`config.mk`:
```
export PLATFORM = sky130hd
export DESIGN_NAME = apb_master
export DESIGN_NICKNAME = d
export VERILOG_FILES = /design/src/rtl/apb_master.sv
export SDC_FILE = /design/constraint.sdc
export NUM_CORES = 1
export LEC_CHECK = 0
export BUFFER_PORTS_ARGS = -buffer_cell sky130_fd_sc_hd__buf_2
export CAP_MARGIN = 15
export CORE_UTILIZATION = 36
export DETAILED_ROUTE_END_ITERATION = 10
export GPL_TIMING_DRIVEN = 0
export MAX_ROUTING_LAYER = met4
export PLACE_DENSITY = 0.62
export SLEW_MARGIN = 20
export SYNTH_ARGS = -nofsm -noshare
export SYNTH_HDL_FRONTEND = slang
export SYNTH_SLANG_ARGS = --single-unit
```
`constraint.sdc`:
```
create_clock -name clk -period 2.4 [get_ports clk]
set_input_delay 0.36 -clock clk [delete_from_list [all_inputs] [get_ports clk]]
set_output_delay 0.36 -clock clk [all_outputs]
set_load 0.01 [all_outputs]
```
`src/rtl/apb_master.sv`:
```
// APB3 requester: turns a valid/ready command stream into SETUP/ACCESS transfers with one response per command.
// Optional build macro APB_TIMEOUT_EN ends ACCESS after TIMEOUT_CYCLES wait cycles with rsp_err_o set.
module apb_master #(
  parameter int ADDR_W         = 10,
  parameter int DATA_W         = 32,
  parameter int TIMEOUT_CYCLES = 16
) (
  input  logic              clk,
  input  logic              reset_n,
  input  logic              cmd_valid_i,
  output logic              cmd_ready_o,
  input  logic [ADDR_W-1:0] cmd_addr_i,
  input  logic              cmd_write_i,
  input  logic [DATA_W-1:0] cmd_wdata_i,
  output logic              rsp_valid_o,
  output logic [DATA_W-1:0] rsp_rdata_o,
  output logic              rsp_err_o,
  output logic              psel_o,
  output logic              penable_o,
  output logic [ADDR_W-1:0] paddr_o,
  output logic              pwrite_o,
  output logic [DATA_W-1:0] pwdata_o,
  input  logic [DATA_W-1:0] prdata_i,
  input  logic              pready_i
);

  typedef enum logic [1:0] {IDLE, SETUP, ACCESS} state_e;

  if (TIMEOUT_CYCLES < 1) begin : g_bad_timeout
    $error("apb_master: TIMEOUT_CYCLES must be >= 1");
  end

  state_e              state_q, state_d;
  logic                psel_q, psel_d;
  logic                penable_q, penable_d;
  logic [ADDR_W-1:0]   paddr_q, paddr_d;
  logic                pwrite_q, pwrite_d;
  logic [DATA_W-1:0]   pwdata_q, pwdata_d;
  logic                rsp_valid_q, rsp_valid_d;
  logic [DATA_W-1:0]   rsp_rdata_q, rsp_rdata_d;
  logic                timeout_hit;
  logic                access_done;

`ifdef APB_TIMEOUT_EN
  localparam int               CNT_W    = $clog2(TIMEOUT_CYCLES + 1);
  localparam logic [CNT_W-1:0] TMO_LAST = CNT_W'(TIMEOUT_CYCLES - 1);

  logic [CNT_W-1:0] tmo_cnt_q, tmo_cnt_d;
  logic             rsp_err_q, rsp_err_d;

  // A late pready_i on the final wait cycle still completes normally.
  assign timeout_hit = (state_q == ACCESS) && !pready_i && (tmo_cnt_q == TMO_LAST);

  always_comb begin
    tmo_cnt_d = tmo_cnt_q;
    rsp_err_d = timeout_hit;
    if (state_q == IDLE && cmd_valid_i) begin
      tmo_cnt_d = '0;
    end else if (state_q == ACCESS && !pready_i && !timeout_hit) begin
      tmo_cnt_d = tmo_cnt_q + 1'b1;
    end
  end

  always_ff @(posedge clk or negedge reset_n) begin
    if (!reset_n) begin
      tmo_cnt_q <= '0;
      rsp_err_q <= 1'b0;
    end else begin
      tmo_cnt_q <= tmo_cnt_d;
      rsp_err_q <= rsp_err_d;
    end
  end

  assign rsp_err_o = rsp_err_q;
`else
  assign timeout_hit = 1'b0;
  assign rsp_err_o   = 1'b0;
`endif

  assign access_done = (state_q == ACCESS) && (pready_i || timeout_hit);

  // NOTE: state and outputs update with non-blocking assignments only, so every flop samples pre-edge values.
  always_ff @(posedge clk or negedge reset_n) begin
    if (!reset_n) begin
      state_q <= IDLE;
    end else begin
      state_q <= state_d;
    end
  end

  always_comb begin
    // NOTE: default first so every path assigns state_d and no latch is inferred.
    state_d = state_q;
    case (state_q)
      IDLE:    if (cmd_valid_i) state_d = SETUP;
      SETUP:   state_d = ACCESS;
      ACCESS:  if (access_done) state_d = IDLE;
      default: state_d = IDLE;
    endcase
  end

  always_comb begin
    psel_d      = psel_q;
    penable_d   = penable_q;
    paddr_d     = paddr_q;
    pwrite_d    = pwrite_q;
    pwdata_d    = pwdata_q;
    rsp_valid_d = 1'b0;
    rsp_rdata_d = rsp_rdata_q;
    case (state_q)
      IDLE: begin
        if (cmd_valid_i) begin
          paddr_d  = cmd_addr_i;
          pwrite_d = cmd_write_i;
          pwdata_d = cmd_wdata_i;
          psel_d   = 1'b1;
        end
      end
      SETUP: penable_d = 1'b1;
      ACCESS: begin
        // prdata_i is only looked at on a real pready_i completion of a read.
        if (access_done) begin
          psel_d      = 1'b0;
          penable_d   = 1'b0;
          rsp_valid_d = 1'b1;
          rsp_rdata_d = (pready_i && !pwrite_q) ? prdata_i : '0;
        end
      end
      default: begin
        psel_d    = 1'b0;
        penable_d = 1'b0;
      end
    endcase
  end

  always_ff @(posedge clk or negedge reset_n) begin
    if (!reset_n) begin
      psel_q      <= 1'b0;
      penable_q   <= 1'b0;
      paddr_q     <= '0;
      pwrite_q    <= 1'b0;
      pwdata_q    <= '0;
      rsp_valid_q <= 1'b0;
      rsp_rdata_q <= '0;
    end else begin
      psel_q      <= psel_d;
      penable_q   <= penable_d;
      paddr_q     <= paddr_d;
      pwrite_q    <= pwrite_d;
      pwdata_q    <= pwdata_d;
      rsp_valid_q <= rsp_valid_d;
      rsp_rdata_q <= rsp_rdata_d;
    end
  end

  assign cmd_ready_o = (state_q == IDLE);
  assign psel_o      = psel_q;
  assign penable_o   = penable_q;
  assign paddr_o     = paddr_q;
  assign pwrite_o    = pwrite_q;
  assign pwdata_o    = pwdata_q;
  assign rsp_valid_o = rsp_valid_q;
  assign rsp_rdata_o = rsp_rdata_q;

endmodule

```
Word-level counts from Yosys, hierarchy flattened. Index checks and enable logic that the tools add are counted.

Register bits after elaboration: 80. Bits of input ports: 79. Output and inout port bits: 80. Word-level logic and storage cells: 33.

Equal/unequal tests: 4. Muxes and demuxes: 10. Bitwise operators: 2. Reduce and logical (&&, ||, !) cells: 9.

Operator list (count): 2-to-1 mux 32 bit (1); AND reduction 2 bit (4); one-hot mux 1 bit (3 select lines) (2); one-hot mux 2 bit (3 select lines) (1); 2-to-1 mux 1 bit (4); 2-to-1 mux 2 bit (2); inequality test 2 bit (second input constant) (2); AND reduction 3 bit (1); equality test 2 x 1 -> 1 bit (second input constant) (1); equality test 2 bit (second input constant) (1); logical AND 1 bit (2); zero test 2 bit (1); inverter 1 bit (2); zero test 1 bit (1).

Depth between registers and ports, before layout. Gate-level depths: netlist of run 1.

Word-level depth: 4. Gate-level depth with buffers: 5. Mapped depth without buffers: 3.

Worst setup path before layout of run 1. Ideal clock, no wire load.

Kind: register to register. Start point: register state_q[0]. End point: register paddr_q[0] (netlist: paddr_o[0]). Library setup time: 0.125 ns. Arrival time: 1.317 ns. Data required time: 2.275 ns. Slack: 0.957 ns. Cell stages (with the launch flop): 6. Buffers on the path: 2. Clock period less this slack: 1.443 ns. Cells stage by stage: dfrtp_1 -> nor2_2 -> and2_4 -> buf_12 -> buf_12 -> mux2_4.

Longest elaborated chain between the ends: 2.

RTL lines: from (decl) (RTL line 33) `state_e state_q, state_d;`; from (signal assigned) (RTL line 87) `state_q <= state_d;`; zero test 2 bit; net cmd_ready_o (RTL line 11) `output logic cmd_ready_o,`; AND reduction 2 bit (no source line); to (signal assigned) (RTL line 148) `paddr_q <= paddr_d;`; to (decl) (RTL line 36) `logic [ADDR_W-1:0] paddr_q, paddr_d;`.

The timed path passes the listed nets, and every way through them passes these cells. A chain may end at the register's enable or synchronous reset.

Worst setup path after layout of run 1.
Start point: register state_q[0]. End point: register rsp_rdata_q[16] (netlist: rsp_rdata_o[16]).

Longest elaborated chain between the ends: 3.

RTL lines: equality test 2 bit (*) (RTL line 80, 110); logical AND 1 bit (RTL line 80) `assign access_done = (state_q == ACCESS) && (pready_i || timeout_hit);`; AND reduction 2 bit (no source line) (*); to (signal assigned) (RTL line 152) `rsp_rdata_q <= rsp_rdata_d;`; to (decl) (RTL line 40) `logic [DATA_W-1:0] rsp_rdata_q, rsp_rdata_d;`.

Mark *: on every way between the ends. The rest lies on a longest branch, timed or not.

==> results of run 1 <==
registers in the layout, summed over array words and instances (netlist names):
name / count
pwrite_o: 1
pwdata_o: 32
penable_o: 1
paddr_o: 10
state_q: 2
rsp_rdata_o: 32
psel_o: 1
rsp_valid_o: 1
synth_stat cells:
cell type,instances
o2bb2ai_1,1
buf_12,5
o21a_1,1
buf_2,5
buf_1,1
dfrtp_1,80
nand2b_1,32
buf_4,1
clkbuf_1,4
mux2_2,4
a22oi_1,1
a21o_2,1
nand2_1,32
and2_4,1
nand3b_1,1
inv_1,3
conb_1,1
mux2_4,39
o21ai_0,33
nor3_1,1
nor2_2,1
metrics by stage:
stage / util, % / instances / hold WS, ns / worst slack [ns]
6_report: 50.6 / 531 / 0.237 / 0.912
5_1_grt: 50.6 / 531 / 0.212 / 0.747
4_1_cts: 50.6 / 531 / 0.219 / 0.827
3_5_place_dp: 48.5 / 514 / 0.380 / 0.876
3_3_place_gp: 48.2 / 513 / 0.459 / 0.382
2_1_floorplan: - / 248 / 0.0644 / 0.957
layout make-up:
type	instances	area, um^2
fill	843	4370
sequential	80	2000
multi-input combinational	149	1180
timing repair buffer	159	818
buffer	16	151
tap	108	135
clock buffer	9	124
clock inverter	7	53.8
inverter	3	11.3
power by group through the flow:
stage	Combinational (mW)	Sequential [mW]	Clock (mW)
5_1_grt	2.59	2.34	1.01
3_5_place_dp	2.42	2.27	0
2_1_floorplan	1.21	2.54	0
6_report	2.38	2.25	0.901
4_1_cts	2.43	2.26	0.928
3_3_place_gp	2.37	2.25	0
critical path: stages (launching register included):
cell,delay [ns]
dfrtp_1,0.45
nand3b_1,0.16
buf_2,0.21
clkbuf_1,0.34
o21ai_0,0.18
path summary, 6_finish.rpt:
path / startpoint / end / slack, ns / cells after the start
min in group asynchronous: reset_n / pwdata_o[14] / 0.52 / 2
max reg2reg: state_q[0] / rsp_rdata_o[16] / 0.91 / 4
max: state_q[0] / rsp_rdata_o[16] / 0.91 / 4
min reg2reg: rsp_rdata_o[3] / rsp_rdata_o[3] / 0.48 / 2
max in group asynchronous: reset_n / rsp_rdata_o[28] / 1.27 / 3
min: cmd_wdata_i[15] / pwdata_o[15] / 0.24 / 2
kinds of logic (layout without fill, tap and decap cells):
logic type	Yosys count	in the layout	synth area share, %
compound gates	37	37	5.91
buf+inv	19	194	4.86
flops	80	80	59.9
mux	43	43	18.9
other cells	1	1	0.112
simple gates	68	68	10.4
placed cells by master, fill, tap and decap left out, drive strengths merged:
master and n:
and2 1, buf 170, inv 5, o21a 1, nor3 1, conb 1, mux2 43, o21ai 33
dlygate4sd3 1, clkinv 2, o2bb2ai 1, a21o 1, a22oi 1, clkbuf 13, nand3b 1, nand2b 32
clkinvlp 3, nor2 1, dfrtp 80, nand2 32
timing repair:
action	4_1_cts	5_1_grt
hold buffers	1	0
endpoints found under the hold margin	13	0
resized for setup	0	0
endpoints found under the setup margin	0	0
buffers inserted	0	0
routing by layer:
| metal | global-route usage (%) | part of all wire [%] |
|---|---|---|
| met5 | - | 0 |
| met4 | 6.54 | 1.2 |
| met1 | 22.5 | 46 |
| met3 | 3.01 | 4.8 |
| met2 | 26.7 | 48 |
==> impl_metrics.ini, run 1 <==
[synthesis]
ys_top_cells_by_area = dfrtp_1 60%, mux2_4 18%, nand2b_1 6.0%
syn_area_um2 = 3340
yosysSeqAreaShare_pct = 59.9
syn-instance-count = 248
ys_types = 21
synth.net_count = 327
syn_avg_cell_area_um2 = 13.5
yosys.area.top_type = dfrtp_1
synth_seq_cells = 80
yosys_warnings = 0
synth_top_area_share_pct = 59.9

[floorplan]
dieArea_um2 = 9680
rows = 34
start_util_pct = 37.8
coreArea_um2 = 8850
io_pins = 159
die_h_um = 98.4
die_x_um = 98.4

[routing]
routedWlPerCell_um = 14.2
vias = 2391
drtIter0Drc = 61
remaining_drc_errors = 10
antenna_left = 0
drtPass1Iterations = 9
vias_per_cell = 4.50
wl_um = 7560

[clocking]
clk_pin_slew_ns = 0.09
numCtsBuffers = 9
cts_tree = done
root_buffer = clkbuf_8
insertion_delay_ns = 0.35
cts.path.max_buffers = 2
cts.sinks = 80
htreeDepth = 3

[pwr]
irDropWorstVdd_v = 0.000516
power_frac_comb_pct = 43.1
internal-power_mw = 3.62
pwr-share-clk_pct = 16.3
p_switching_mw = 1.92
p_seq_share_pct = 40.7
p_leak_nw = 2.33
power_density_nw_per_um2 = 1240
power_mw = 5.53
p_sw_share_pct = 34.6

[sta]
hold_viol_final = 0
finalCritPeriodShare_pct = 62.0
period_needed_ns = 1.49
rsz0062_at_grt = false
clock.fmax_ghz = 0.672
worst_pin_slew_ns = 0.530
finalSetupTns_ns = 0
slew_viol_final = 0
slew-limit-headroom_pct = 64.7
final-setup-viol-count = 0
fin_skew_ns = 0.0129

[final_layout]
diodes = 0
syn_to_final_growth_pct = 33.8
drive_gt1_share_pct = 54.6
nNetsFinal = 497
final_area_um2 = 4480

[grt]
overflow = 0
antenna_found_initial = 0
grt_pass1_vias = 2493
grt_util_all_layers_pct = 17.2
grt_first_pass_wirelength_um = 12500
grt_max_degree = 42

[setup_path]
worst-setup-path-type = flop to flop
cp-start-kind = flop
worst_setup_path_end_kind = flop
cp.arrival_ns = 1.69
cp.required_ns = 2.60
worst-path-max-fanout = 10

[run_status]
violations = DRC
status = complete, but fails checks

[flow_run]
max_cap_viol_count = 0

[place]
dp_hpwl_um = 5580
globalplace.congestion = 0.747
port_buffers = 157
placed_area_um2 = 4290

[min_path]
hp-class = input port to flop
(Power assumes the default switching activity.)
==> run 2: changes to the inputs <==
--- a/config.mk
+++ b/config.mk
@@ -11,7 +11,7 @@
 export DETAILED_ROUTE_END_ITERATION = 10
 export GPL_TIMING_DRIVEN = 0
 export MAX_ROUTING_LAYER = met4
-export PLACE_DENSITY = 0.62
+export PLACE_DENSITY = 0.64
 export SLEW_MARGIN = 20
 export SYNTH_ARGS = -nofsm -noshare
 export SYNTH_HDL_FRONTEND = slang
==> constraint.sdc (replaced) <==
create_clock -name clk -period 1.36 [get_ports clk]
set_input_delay 0.204 -clock clk [delete_from_list [all_inputs] [get_ports clk]]
set_output_delay 0.204 -clock clk [all_outputs]
set_load 0.01 [all_outputs]
==> run 2 against run 1 <==
Compared with the run above:
- the flow finishes with violations (DRC, setup timing)
- critical endpoint is now pwdata_o[4]
- core utilization grew 2.1 points
- sequential share of layout area shrank 1.8 points
- wire length shrank 2.4%
- setup slack lost 0.95 ns
- first-iteration DRC count grew 23%
- total power grew 87%
- count of clock-buffer cells in the layout grew 1
==> impl_metrics.ini, run 2 (synthesized netlist as in run 1, its figures left out) <==
[sta]
hold-worst-slack_ns = 0.0767
finalCritPeriodShare_pct = 103
rsz0062_at_grt = true
clock.fmax_ghz = 0.714
finalSetupTns_ns = -1.18
setup_slack_ns = -0.0402
fin_skew_ns = 0.00845
hold_viol_final = 0
worst_pin_slew_ns = 0.527
final-setup-viol-count = 40
slew-limit-headroom_pct = 64.8
period_needed_ns = 1.40
slew_viol_final = 0

[pwr]
power_density_nw_per_um2 = 2220
p_leak_nw = 2.42
irDropWorstVdd_v = 0.00101

[min_path]
hp-class = input port to flop
min_path_cells = 2
min_to = pwdata_o[11]
hold_start = cmd_wdata_i[11]

[grt]
antenna_found_initial = 0
grt_max_degree = 42
grt_first_pass_wirelength_um = 11700
grt_pass1_vias = 2429
grt_util_all_layers_pct = 16.1
overflow = 0

[routing]
drtPass1Iterations = 7
routedWlPerCell_um = 13.7
vias_per_cell = 4.50
remaining_drc_errors = 10
antenna_left = 0
drtIter0Drc = 75
vias = 2432
wl_um = 7380

[floorplan]
dieArea_um2 = 9680
rows = 34
start_util_pct = 37.8
die_h_um = 98.4
die_x_um = 98.4
io_pins = 159
coreArea_um2 = 8850

[place]
port_buffers = 157
globalplace.congestion = 0.762
dp_hpwl_um = 5300

[final_layout]
layout_commonest_cell = buf_2
final_cell_mix = 158 x buf_2, 79 x dfrtp_1, 39 x mux2_4
nNetsFinal = 506
diodes = 0
drive_gt1_share_pct = 56.0
final.fill_count = 806
syn_to_final_growth_pct = 39.5

[setup_path]
cp-start-kind = flop
slowest_stage = dfrtp_2
regToRegSetupSlack_ns = -0.04
path_buf_inv = 2
cp.required_ns = 1.60
cp.arrival_ns = 1.64
r2r_end = pwdata_o[4]
max_stage_delay_ns = 0.43
crit_chain = nor2_4 > and2_4 > buf_12 > buf_12 > mux2_4
worst-setup-path-type = flop to flop
r2r-start = state_q[0]
path_delay_family = flip-flops
reg2regPathDepth = 5
worst_setup_path_end_kind = flop
worst-path-max-fanout = 10
cpMostUsedCell = buf_12

[clocking]
htreeDepth = 3
insertion_delay_ns = 0.35
numCtsBuffers = 9
cts.sinks = 80
cts.path.max_buffers = 2
root_buffer = clkbuf_8
clk_pin_slew_ns = 0.09
cts_tree = done

[run_status]
status = complete, but fails checks
violations = DRC, setup timing

[flow_run]
max_cap_viol_count = 0
-- run 2: worst reg2reg max path, delay by kind of cell, from the launching register on --
kind | cells | cell delay (ns)
DFF | 1 | 0.43
muxes | 1 | 0.30
and+or+nand+nor | 2 | 0.28
buffers and inverters | 2 | 0.28
-- run 2: worst max-delay path by stage --
stage,from,endpoint,slack [ns],cells after the start
global route,state_q[0],pwdata_o[4],-0.09,5
floorplan,state_q[0],paddr_o[0],-0.06,5
CTS,state_q[1],paddr_o[4],-0.07,5
global placement,reset_n,rsp_rdata_o[18],-0.48,1
detailed placement,state_q[0],rsp_rdata_o[20],-0.1,4
finish,state_q[0],pwdata_o[4],-0.04,5
-- run 2: area by class of cell --
type | count | area (um^2) | area share, %
plain buffers | 16 | 174 | 3.73
clock buffers | 10 | 128 | 2.74
clock inverters | 6 | 92.6 | 1.98
inverters | 3 | 11.3 | 0.241
multi-input cells | 149 | 1180 | 25.4
flip-flops and latches | 80 | 2000 | 42.9
well taps | 108 | 135 | 2.90
repair buffers | 168 | 936 | 20.1
-- run 2: layer usage --
| layer | routed length (um) | GRT usage (%) |
|---|---|---|
| met4 | 177 | 8.04 |
| met5 | 0 | - |
| met1 | 3330 | 20.5 |
| met3 | 380 | 2.79 |
| met2 | 3490 | 24.9 |
-- run 2: timing repair --
item | 4_1_cts | 5_1_grt
gates resized for setup | 2 | 27
buffers inserted | 2 | 3
endpoints found under the setup margin | 51 | 71
pin swaps | 0 | 1
cloned | 0 | 4
hold buffers | 1 | 0
hold endpoints to repair | 40 | 0
-- run 2: metrics by stage --
stage / instance area (um^2) / worst slack (ns) / util [%] / cells / total power [mW]
after floorplan: 3340 / -0.0590 / - / 248 / 6.62
after global placement: 4270 / -0.482 / 48.2 / 513 / 8.12
after detailed placement: 4290 / -0.0997 / 48.5 / 514 / 8.24
after CTS: 4540 / -0.0668 / 51.3 / 533 / 10.2
after global routing: 4660 / -0.0854 / 52.7 / 540 / 11.0
final: 4660 / -0.0402 / 52.7 / 540 / 10.4
-- run 2: where the power goes --
group          leakage, nW  internal, mW  total (mW)  switching [mW]
registers            0.980          3.41        3.98           0.569
logic                 1.34          2.51        4.44            1.93
clock network        0.103          1.04        1.93           0.890
==> run 3: changes to the inputs <==
--- a/config.mk
+++ b/config.mk
@@ -7,11 +7,13 @@
 export LEC_CHECK = 0
 export BUFFER_PORTS_ARGS = -buffer_cell sky130_fd_sc_hd__buf_2
 export CAP_MARGIN = 15
+export CORE_MARGIN = 2
 export CORE_UTILIZATION = 36
 export DETAILED_ROUTE_END_ITERATION = 10
 export GPL_TIMING_DRIVEN = 0
 export MAX_ROUTING_LAYER = met4
 export PLACE_DENSITY = 0.64
+export RECOVER_POWER = 100
 export SLEW_MARGIN = 20
 export SYNTH_ARGS = -nofsm -noshare
 export SYNTH_HDL_FRONTEND = slang
==> run 3 against run 2 <==
Compared with the run above:
- the run ends with setup timing left
- flip-flop and latch count unchanged
- die area up 4.1%
- core utilization down 3.3 points
- critical path type unchanged
- largest cell class unchanged
- highest routed layer unchanged
==> impl_metrics.ini, run 3 (synthesized netlist as in run 1, its figures left out) <==
[sta]
finalCritPeriodShare_pct = 103
worst_pin_slew_ns = 0.512
slew_viol_final = 0
clock.fmax_ghz = 0.717
hold-worst-slack_ns = 0.0824
hold_viol_final = 0
rsz0062_at_grt = true
final-setup-viol-count = 39
period_needed_ns = 1.39
setup_slack_ns = -0.0340
slew-limit-headroom_pct = 65.9
fin_skew_ns = 0.00794

[run_status]
status = complete, but fails checks
violations = setup timing

[clocking]
cts_tree = done
cts.sinks = 80
root_buffer = clkbuf_8
clk_pin_slew_ns = 0.09
numCtsBuffers = 9
cts.path.max_buffers = 2
insertion_delay_ns = 0.35
htreeDepth = 3

[floorplan]
rows = 35
io_pins = 159
coreArea_um2 = 9110
die_h_um = 100
die_x_um = 100
dieArea_um2 = 10100
start_util_pct = 36.7

[grt]
grt_first_pass_wirelength_um = 11600
antenna_found_initial = 0
grt_pass1_vias = 2385
overflow = 0
grt_util_all_layers_pct = 15.1
grt_max_degree = 42

[routing]
wl_um = 7200
vias = 2417
vias_per_cell = 4.48
antenna_left = 0
drtIter0Drc = 41
remaining_drc_errors = 0
drtPass1Iterations = 3
routedWlPerCell_um = 13.4

[place]
dp_hpwl_um = 5280
port_buffers = 157
place_ws_ns = -0.105
placed_area_um2 = 4290
globalplace.congestion = 0.746
dp_cells = 517

[pwr]
power_density_nw_per_um2 = 2240
irDropWorstVdd_v = 0.000926
p_leak_nw = 2.15

[final_layout]
final_cell_mix = 80 x clkbuf_1, 79 x buf_2, 79 x dfrtp_1
drive_gt1_share_pct = 37.6
diodes = 0
nNetsFinal = 502
final_area_um2 = 4500
fin_cells = 539
fin_util_pct = 49.4
syn_to_final_growth_pct = 34.6
layout_commonest_cell = clkbuf_1

[setup_path]
cp.arrival_ns = 1.62
crit_end = pwdata_o[6]
startpoint = state_q[1]
worst-setup-path-type = flop to flop
r2r_end = pwdata_o[6]
r2r-start = state_q[1]
worst_setup_path_end_kind = flop
cp.required_ns = 1.59
cp-start-kind = flop
regToRegSetupSlack_ns = -0.03
reg2regPathDepth = 5
worst-path-max-fanout = 10

[min_path]
hp-class = input port to flop

[flow_run]
max_cap_viol_count = 0
==> run 3: cell types whose count changed in the layout (fill, tap and decap cells not counted), sizes merged <==
cell / change
buf: -80
clkinvlp: -1
clkinv: +2
inv: -1
bufinv: +1
clkbuf: +75
==> run 3: metrics by stage <==
step | power (mW) | TNS, ns
finish | 10.1 | -0.780
global route | 10.8 | -2.62
CTS | 10.4 | -0.939
detailed placement | 8.23 | -2.75
global placement | 8.12 | -39.98
floorplan | 6.62 | -2.27
==> run 3: layout make-up <==
type | count | area, um^2
Inverter | 3 | 11.3
Tap cell | 111 | 139
Buffer | 16 | 176
Clock inverter | 7 | 120
Sequential cell | 80 | 2000
Timing Repair Buffer | 164 | 747
Clock buffer | 9 | 124
Fill cell | 916 | 4610
Multi-Input combinational cell | 149 | 1180
==> run 3: worst min path at each step <==
stage,slack [ns],start,end,cells past startpoint
3_3_place_gp,0.43,cmd_wdata_i[17],pwdata_o[17],2
5_1_grt,0.06,cmd_addr_i[0],paddr_o[0],2
2_1_floorplan,-0.09,reset_n,paddr_o[0],0
4_1_cts,0.06,cmd_wdata_i[15],pwdata_o[15],2
6_report,0.08,cmd_wdata_i[15],pwdata_o[15],2
3_5_place_dp,0.22,reset_n,pwdata_o[16],1
==> run 3: critical path, cell delays in order, from the launching register on <==
cell	delay (ns)
dfrtp_1	0.41
nor2_2	0.12
and2_4	0.16
buf_12	0.13
buf_12	0.15
mux2_4	0.30
==> run 3: where the power goes <==
group	total (mW)	internal [mW]	switching (mW)
logic	3.98	2.11	1.87
clock network	2.10	1.22	0.875
registers	4.00	3.42	0.586
==> run 3: timing repair <==
item | 4_1_cts | 5_1_grt
setup buffers | 3 | 1
endpoints found under the hold margin | 39 | 0
pin swaps | 0 | 0
hold buffers | 1 | 0
resized for setup | 6 | 14
setup endpoints to repair | 52 | 69
gates cloned | 0 | 1
==> run 3: routing by layer <==
| layer | GRT usage [%] | wire [um] | vias to the layer above | share of wire [%] |
|---|---|---|---|---|
| met3 | 3.69 | 442 | 13 | 6.1 |
| met2 | 23.6 | 3450 | 84 | 48 |
| met4 | 6.64 | 116 | 0 | 1.6 |
| met1 | 18.5 | 3190 | 1149 | 44 |
| li1 | - | - | 1171 | - |
| met5 | - | 0 | - | 0 |
